===== config.mk =====
export PLATFORM = sky130hd
export DESIGN_NAME = ysyx_22040365_opfetch
export DESIGN_NICKNAME = d
export VERILOG_FILES = /design/src/rtl/ysyx_22040365_opfetch_pkg.sv /design/src/rtl/ysyx_22040365_opf_bypass.sv /design/src/rtl/ysyx_22040365_opfetch.sv
export SDC_FILE = /design/constraint.sdc
export NUM_CORES = 1
export LEC_CHECK = 0
export ABC_AREA = 1
export CAP_MARGIN = 10
export CORE_ASPECT_RATIO = 0.6
export CORE_MARGIN = 8
export CORE_UTILIZATION = 38
export DETAILED_ROUTE_END_ITERATION = 7
export PLACE_DENSITY = 0.76
export SLEW_MARGIN = 20
export SYNTH_ARGS = -nofsm -noshare
export SYNTH_HDL_FRONTEND = slang
export SYNTH_HIERARCHICAL = 1
export SYNTH_SLANG_ARGS = --single-unit
export TNS_END_PERCENT = 100

===== constraint.sdc =====
create_clock -name clk -period 5.41 [get_ports clk]
set_clock_uncertainty 0.2 [all_clocks]
set_input_delay 0.541 -clock clk [delete_from_list [all_inputs] [get_ports clk]]
set_output_delay 0.541 -clock clk [all_outputs]
set_load 0.02 [all_outputs]

===== src/rtl/ysyx_22040365_opfetch_pkg.sv =====
// ysyx_22040365_opfetch_pkg: shared widths, register-zero index and FSM encoding for the operand-fetch block.
package ysyx_22040365_opfetch_pkg;
    localparam int XLEN  = 64;
    localparam int AW    = 5;
    localparam int TAG_W = 32;
    localparam logic [AW-1:0] ZERO_REG = '0;
    typedef enum logic [1:0] {
        IDLE = 2'd0,
        RD1  = 2'd1,
        RD2  = 2'd2,
        HOLD = 2'd3
    } state_e;
endpackage


===== src/rtl/ysyx_22040365_opf_bypass.sv =====
// ysyx_22040365_opf_bypass: selects the capture value from the register-file read or a same-edge write.
// Forwarding is enabled by YSYX_22040365_OPF_BYPASS_EN; otherwise the read data passes straight through.
module ysyx_22040365_opf_bypass
    import ysyx_22040365_opfetch_pkg::*;
(
    input  logic [XLEN-1:0] rf_rdata,
    input  logic            wb_wen,
    input  logic [AW-1:0]   wb_waddr,
    input  logic [XLEN-1:0] wb_wdata,
    input  logic [AW-1:0]   raddr,
    output logic [XLEN-1:0] cap
);
`ifdef YSYX_22040365_OPF_BYPASS_EN
    assign cap = (wb_wen && wb_waddr == raddr && raddr != ZERO_REG) ? wb_wdata : rf_rdata;
`else
    logic unused_snoop;
    assign unused_snoop = ^{wb_wen, wb_waddr, wb_wdata, raddr};
    assign cap = rf_rdata;
`endif
endmodule


===== src/rtl/ysyx_22040365_opfetch.sv =====
// ysyx_22040365_opfetch: serialises rs1/rs2 reads over one register-file port and hands operands to execute.
// Same-edge write forwarding is selected by YSYX_22040365_OPF_BYPASS_EN (see ysyx_22040365_opf_bypass).
module ysyx_22040365_opfetch
    import ysyx_22040365_opfetch_pkg::*;
(
    input  logic             clk,
    input  logic             rst,
    input  logic             in_valid,
    output logic             in_ready,
    input  logic [AW-1:0]    in_rs1,
    input  logic [AW-1:0]    in_rs2,
    input  logic             in_rs1_use,
    input  logic             in_rs2_use,
    input  logic [TAG_W-1:0] in_tag,
    output logic             rf_ren,
    output logic [AW-1:0]    rf_raddr,
    input  logic [XLEN-1:0]  rf_rdata,
    input  logic             wb_wen,
    input  logic [AW-1:0]    wb_waddr,
    input  logic [XLEN-1:0]  wb_wdata,
    output logic             out_valid,
    input  logic             out_ready,
    output logic [XLEN-1:0]  out_op1,
    output logic [XLEN-1:0]  out_op2,
    output logic [TAG_W-1:0] out_tag
);
    state_e state_q, state_d;
    logic [AW-1:0] rs1_q, rs1_d, rs2_q, rs2_d, rf_raddr_q, rf_raddr_d;
    logic use2_q, use2_d, rf_ren_q, rf_ren_d, out_valid_q, out_valid_d;
    logic [XLEN-1:0] op1_q, op1_d, op2_q, op2_d, cap;
    logic [TAG_W-1:0] tag_q, tag_d;
    logic accept, use1;

    ysyx_22040365_opf_bypass u_bypass (
        .rf_rdata (rf_rdata),
        .wb_wen   (wb_wen),
        .wb_waddr (wb_waddr),
        .wb_wdata (wb_wdata),
        .raddr    (rf_raddr_q),
        .cap      (cap)
    );

    assign in_ready = state_q == IDLE || (state_q == HOLD && out_ready);
    assign accept   = in_valid && in_ready;
    assign use1     = in_rs1_use && in_rs1 != ZERO_REG;

    // Operands are cleared on accept so unused and x0 sources present as zero.
    always_comb begin
        state_d = state_q;
        rs1_d   = rs1_q;
        rs2_d   = rs2_q;
        use2_d  = use2_q;
        op1_d   = op1_q;
        op2_d   = op2_q;
        tag_d   = tag_q;
        if (accept) begin
            rs1_d   = in_rs1;
            rs2_d   = in_rs2;
            use2_d  = in_rs2_use && in_rs2 != ZERO_REG;
            tag_d   = in_tag;
            op1_d   = '0;
            op2_d   = '0;
            state_d = use1 ? RD1 : use2_d ? RD2 : HOLD;
        end else if (state_q == RD1) begin
            op1_d   = cap;
            state_d = use2_q ? RD2 : HOLD;
        end else if (state_q == RD2) begin
            op2_d   = cap;
            state_d = HOLD;
        end else if (state_q == HOLD && out_ready) begin
            state_d = IDLE;
        end
        rf_ren_d    = state_d == RD1 || state_d == RD2;
        rf_raddr_d  = state_d == RD1 ? rs1_d : state_d == RD2 ? rs2_d : ZERO_REG;
        out_valid_d = state_d == HOLD;
    end

    always_ff @(posedge clk or posedge rst) begin
        if (rst) begin
            state_q     <= IDLE;
            rs1_q       <= '0;
            rs2_q       <= '0;
            use2_q      <= 1'b0;
            op1_q       <= '0;
            op2_q       <= '0;
            tag_q       <= '0;
            rf_ren_q    <= 1'b0;
            rf_raddr_q  <= '0;
            out_valid_q <= 1'b0;
        end else begin
            state_q     <= state_d;
            rs1_q       <= rs1_d;
            rs2_q       <= rs2_d;
            use2_q      <= use2_d;
            op1_q       <= op1_d;
            op2_q       <= op2_d;
            tag_q       <= tag_d;
            rf_ren_q    <= rf_ren_d;
            rf_raddr_q  <= rf_raddr_d;
            out_valid_q <= out_valid_d;
        end
    end

    assign rf_ren    = rf_ren_q;
    assign rf_raddr  = rf_raddr_q;
    assign out_valid = out_valid_q;
    assign out_op1   = op1_q;
    assign out_op2   = op2_q;
    assign out_tag   = tag_q;
endmodule


==> run summary <==
The critical path goes through clkdlybuf4s50_1 > nand2_1 > nand2_1 > nand3_4 > clkinv_1 > nand2_1 > nand2_1 > ha_1 > nor2_1 > nand3_1 > nand2_1. When the netlist entered floorplanning its net count stood at 1,123. Share of post-route cells with drive strength above 1: 0.0405.

The first global-routing pass estimated 37.0 mm of wire. The count of TritonRoute iterations in the first routing pass is 5. The run gives 0.262 as the met2 usage.

After synthesis the netlist holds a flip-flop and latch count of 180. Wires add up to 23.4 mm. The logs give 0.0796 for the global routing usage on met3 and 5.58 ns for the required time of the critical path.

The tree built by TritonCTS fans out to 180 sinks. The library cells used most frequently in the layout, excluding fill and tap cells, are sky130_fd_sc_hd__nand2_1, sky130_fd_sc_hd__clkdlybuf4s50_1, sky130_fd_sc_hd__dfrtp_1. The run gives 0 as the number of antenna diodes. Setup violations remaining at the end of the flow were counted as 0. The tools report the sum of overflow across all layers after global routing as 0. Sequential share of power: 0.320. Entering global routing, the biggest net connects 181 pins. The slowest stage of the critical path belongs to the cell sky130_fd_sc_hd__clkinv_1. The largest stage delay on the critical path works out to 0.94 ns. Clock buffer count from CTS: 17. Timing would allow up to 257 MHz. The number of setup buffers added after CTS is 0.

The clock tree buffer depth came out at 2. For this run, the number of Yosys warnings is 6. The most common cell after layout, fill and taps aside was sky130_fd_sc_hd__nand2_1.

In this run the power spent charging and discharging nets is 2830 uW. Synthesis instantiated 21 different standard cells from the library. Clock latency on the worst-skew pair, taken at its later pin, is 0.42 ns.

The tools report the via total after detailed routing as 6,500. The fraction of post-synthesis cell area in the top cell type by area was 0.563; the hold-fix buffer count after cts was 0. The tools report the highest ir drop seen on vdd as 0.000278 V. The tools report the cell total after placement as 1,382. The overall die height is 128 um.

The largest total area in the synthesized netlist belongs to sky130_fd_sc_hd__dfrtp_1. The type of the tightest min-delay check is flip-flop to flip-flop. The mapped netlist covers 8010 sq um. The kind of critical path is primary input to flip-flop. The total global routing track utilization is 0.180, and the net switching fraction of the power is 0.417. The congestion estimate from routability-driven global placement came to 0.825.

The detailed-route DRC error count is 0. The synthesized instance count is 938, and the measured slew at the worst slew-check pin is 1.18 ns. The tools report the relative slew slack as 0.215. The detailed router finished its first iteration with 403 violations.

The run gives 0 as the number of pins exceeding their max-slew limit in the final report. The tools report the number of fill cells as 1,932. The count of buffers added on input and output ports is 279. The ratio of final minimum period to clock period is 0.719, and the number of primary I/O pins is 350. In this run the most used layer during global routing was met2.

TritonCTS built the clock tree. The die is 203 um wide. The flow ran to the end, and the final reports show no timing, DRC or antenna violations.

The clock edge transition at the registers on the reported setup and hold paths came out at 0.07 ns. For the internal cell power, the log shows 3960 uW. Using the TritonRoute via totals, the vias-per-cell ratio works out to 4.60.

Count of buffering cells on the critical path with inverters included: 2. The logs give 4 for the H-tree depth and 0 for the number of failing hold endpoints at the final stage. The logs give 0.384 for the initial standard-cell utilization of the core and 0.279 ns for the final hold slack.

CTS placed an instance of sky130_fd_sc_hd__clkbuf_16 at the clock tree root. The logs give 0 for the max-capacitance violation count and 0.492 for the part of the power in combinational logic. Setup repair after global routing left no endpoint under its margin. The endpoint class of the critical path was a flip-flop. The logs give 0.563 for the fraction of the yosys area taken by sequential cells and 0.240 for the met1 global-route usage. For the pre-CTS setup slack, the log shows 1.00 ns. The worst setup path is launched from a primary input. In this run the static leakage power is 0.00561 uW. The floorplan has 41 rows. The count of instances resized after the clock tree is built was 0; the HPWL reported at the end of detailed placement was 16.0 mm. The utilization after layout was 0.531; the synthesized area per cell was 8.53 sq um. The aggregate negative setup slack is 0 ns, and the data arrival time of the critical path is 4.05 ns. The final layout contains 1,307 nets. The most numerous cell type found on the critical path is sky130_fd_sc_hd__nand2_1.

The number of antenna violations at the first check in global routing is 0. The logs give 0.188 for the clock share of power and 0 for the final antenna-violating net count. The finished layout holds 1,414 standard cells, fillers aside. Placeable core area: 20,800 sq um. After layout, the worst setup slack is 1.52 ns.

The worst path needs 3.89 ns of the cycle, external delays included. Ratio of total power to cell area: 614 nW/um^2. The via count of the first global-routing pass was 6,527.

The die area came out at 26,100 sq um. Compared with the post-synthesis result, the final layout area differs by 38.1%. The category of cells accounting for the largest share of critical-path delay is simple AND/OR/NAND/NOR gates. After detailed routing, the average wire length per cell comes to 16.6 um. Largest fanout on the critical path: 47. Ranked by total cell area, the synthesized netlist is headed by sky130_fd_sc_hd__dfrtp_1, sky130_fd_sc_hd__nand2_1, sky130_fd_sc_hd__nand3_1.
==> area by class of cell <==
cell class	count	area (sq um)	area share
Clock buffer	17	425	0.0385
Multi-Input combinational cell	542	2380	0.215
Sequential cell	180	4510	0.407
Timing Repair Buffer	286	2860	0.258
Tap cell	279	349	0.0316
Clock inverter	15	179	0.0162
Inverter	95	360	0.0326
==> kinds of logic (layout without fill, tap and decap cells) <==
| logic type | Yosys count | after routing | share of synthesized area |
|---|---|---|---|
| AO/OA/AOI/OAI | 54 | 54 | 0.0341 |
| buffers and inverters | 216 | 413 | 0.142 |
| AND/OR/NAND/NOR | 485 | 485 | 0.257 |
| adder cells (fa/ha/maj) | 3 | 3 | 0.00469 |
| flip-flops | 180 | 180 | 0.563 |
==> cells in the mapped netlist <==
library cell and number:
sky130_fd_sc_hd__nand3_2 1, sky130_fd_sc_hd__inv_1 92, sky130_fd_sc_hd__dfrtp_1 180, sky130_fd_sc_hd__buf_4 76
sky130_fd_sc_hd__and2_1 10, sky130_fd_sc_hd__o21ai_0 51, sky130_fd_sc_hd__nor2_1 5, sky130_fd_sc_hd__o211ai_1 1
sky130_fd_sc_hd__clkinv_1 1, sky130_fd_sc_hd__nand3_1 141, sky130_fd_sc_hd__nand4_1 10, sky130_fd_sc_hd__inv_2 2
sky130_fd_sc_hd__clkbuf_1 18, sky130_fd_sc_hd__nand2_2 1, sky130_fd_sc_hd__nand2_1 317, sky130_fd_sc_hd__buf_2 25
sky130_fd_sc_hd__a21oi_1 1, sky130_fd_sc_hd__buf_1 1, sky130_fd_sc_hd__buf_6 1, sky130_fd_sc_hd__ha_1 3
sky130_fd_sc_hd__o21ai_1 1
==> final timing paths <==
path	from	end	slack [ns]	depth (start not counted)
worst max-delay path	out_ready	rf_raddr[2]$_DFF_PP0_	1.52	11
worst min-delay path	out_tag[4]$_DFFE_PP0P_	out_tag[4]$_DFFE_PP0P_	0.28	2
worst max register to register	state_q[0]$_DFF_PP0_	rf_raddr[2]$_DFF_PP0_	1.61	10
worst min register to register	out_tag[4]$_DFFE_PP0P_	out_tag[4]$_DFFE_PP0P_	0.28	2
max in group asynchronous	rst	out_op2[39]$_DFFE_PP0P_	3.62	3
min in group asynchronous	rst	out_op1[41]$_DFFE_PP0P_	0.40	3
==> flip-flops by register name, summed over array words and instances, names as in the netlist <==
| signal | flops |
|---|---|
| out_op1 | 64 |
| rs2_q | 5 |
| out_tag | 32 |
| use2_q | 1 |
| out_op2 | 64 |
| rf_ren | 1 |
| out_valid | 1 |
| state_q | 2 |
| rf_raddr | 5 |
| rs1_q | 5 |
==> tightest hold or removal path: cells and delay by family (launching register included) <==
family | cells | cell delay, ns
flops | 1 | 0.34
simple gates | 2 | 0.10
==> routing by layer <==
metal / wire, um / vias up
met5: 0 / -
met4: 210 / 0
met2: 10300 / 219
li1: - / 3218
met3: 2260 / 15
met1: 10700 / 3048
==> stage by stage <==
stage | area [sq um] | total power (uW)
floorplan | 8010 | 4110
detailed placement | 10500 | 5580
global placement | 10500 | 5510
CTS | 11100 | 6890
finish | 11100 | 6790
global route | 11100 | 7290
==> power groups by stage <==
| stage | combinational (uW) | sequential [uW] | clock, uW |
|---|---|---|---|
| 2_1_floorplan | 1330 | 2780 | 0 |
| 3_3_place_gp | 3340 | 2170 | 0 |
| 3_5_place_dp | 3390 | 2200 | 0 |
| 4_1_cts | 3400 | 2180 | 1320 |
| 5_1_grt | 3680 | 2240 | 1370 |
| 6_report | 3340 | 2170 | 1270 |
(Power assumes the default switching activity.)
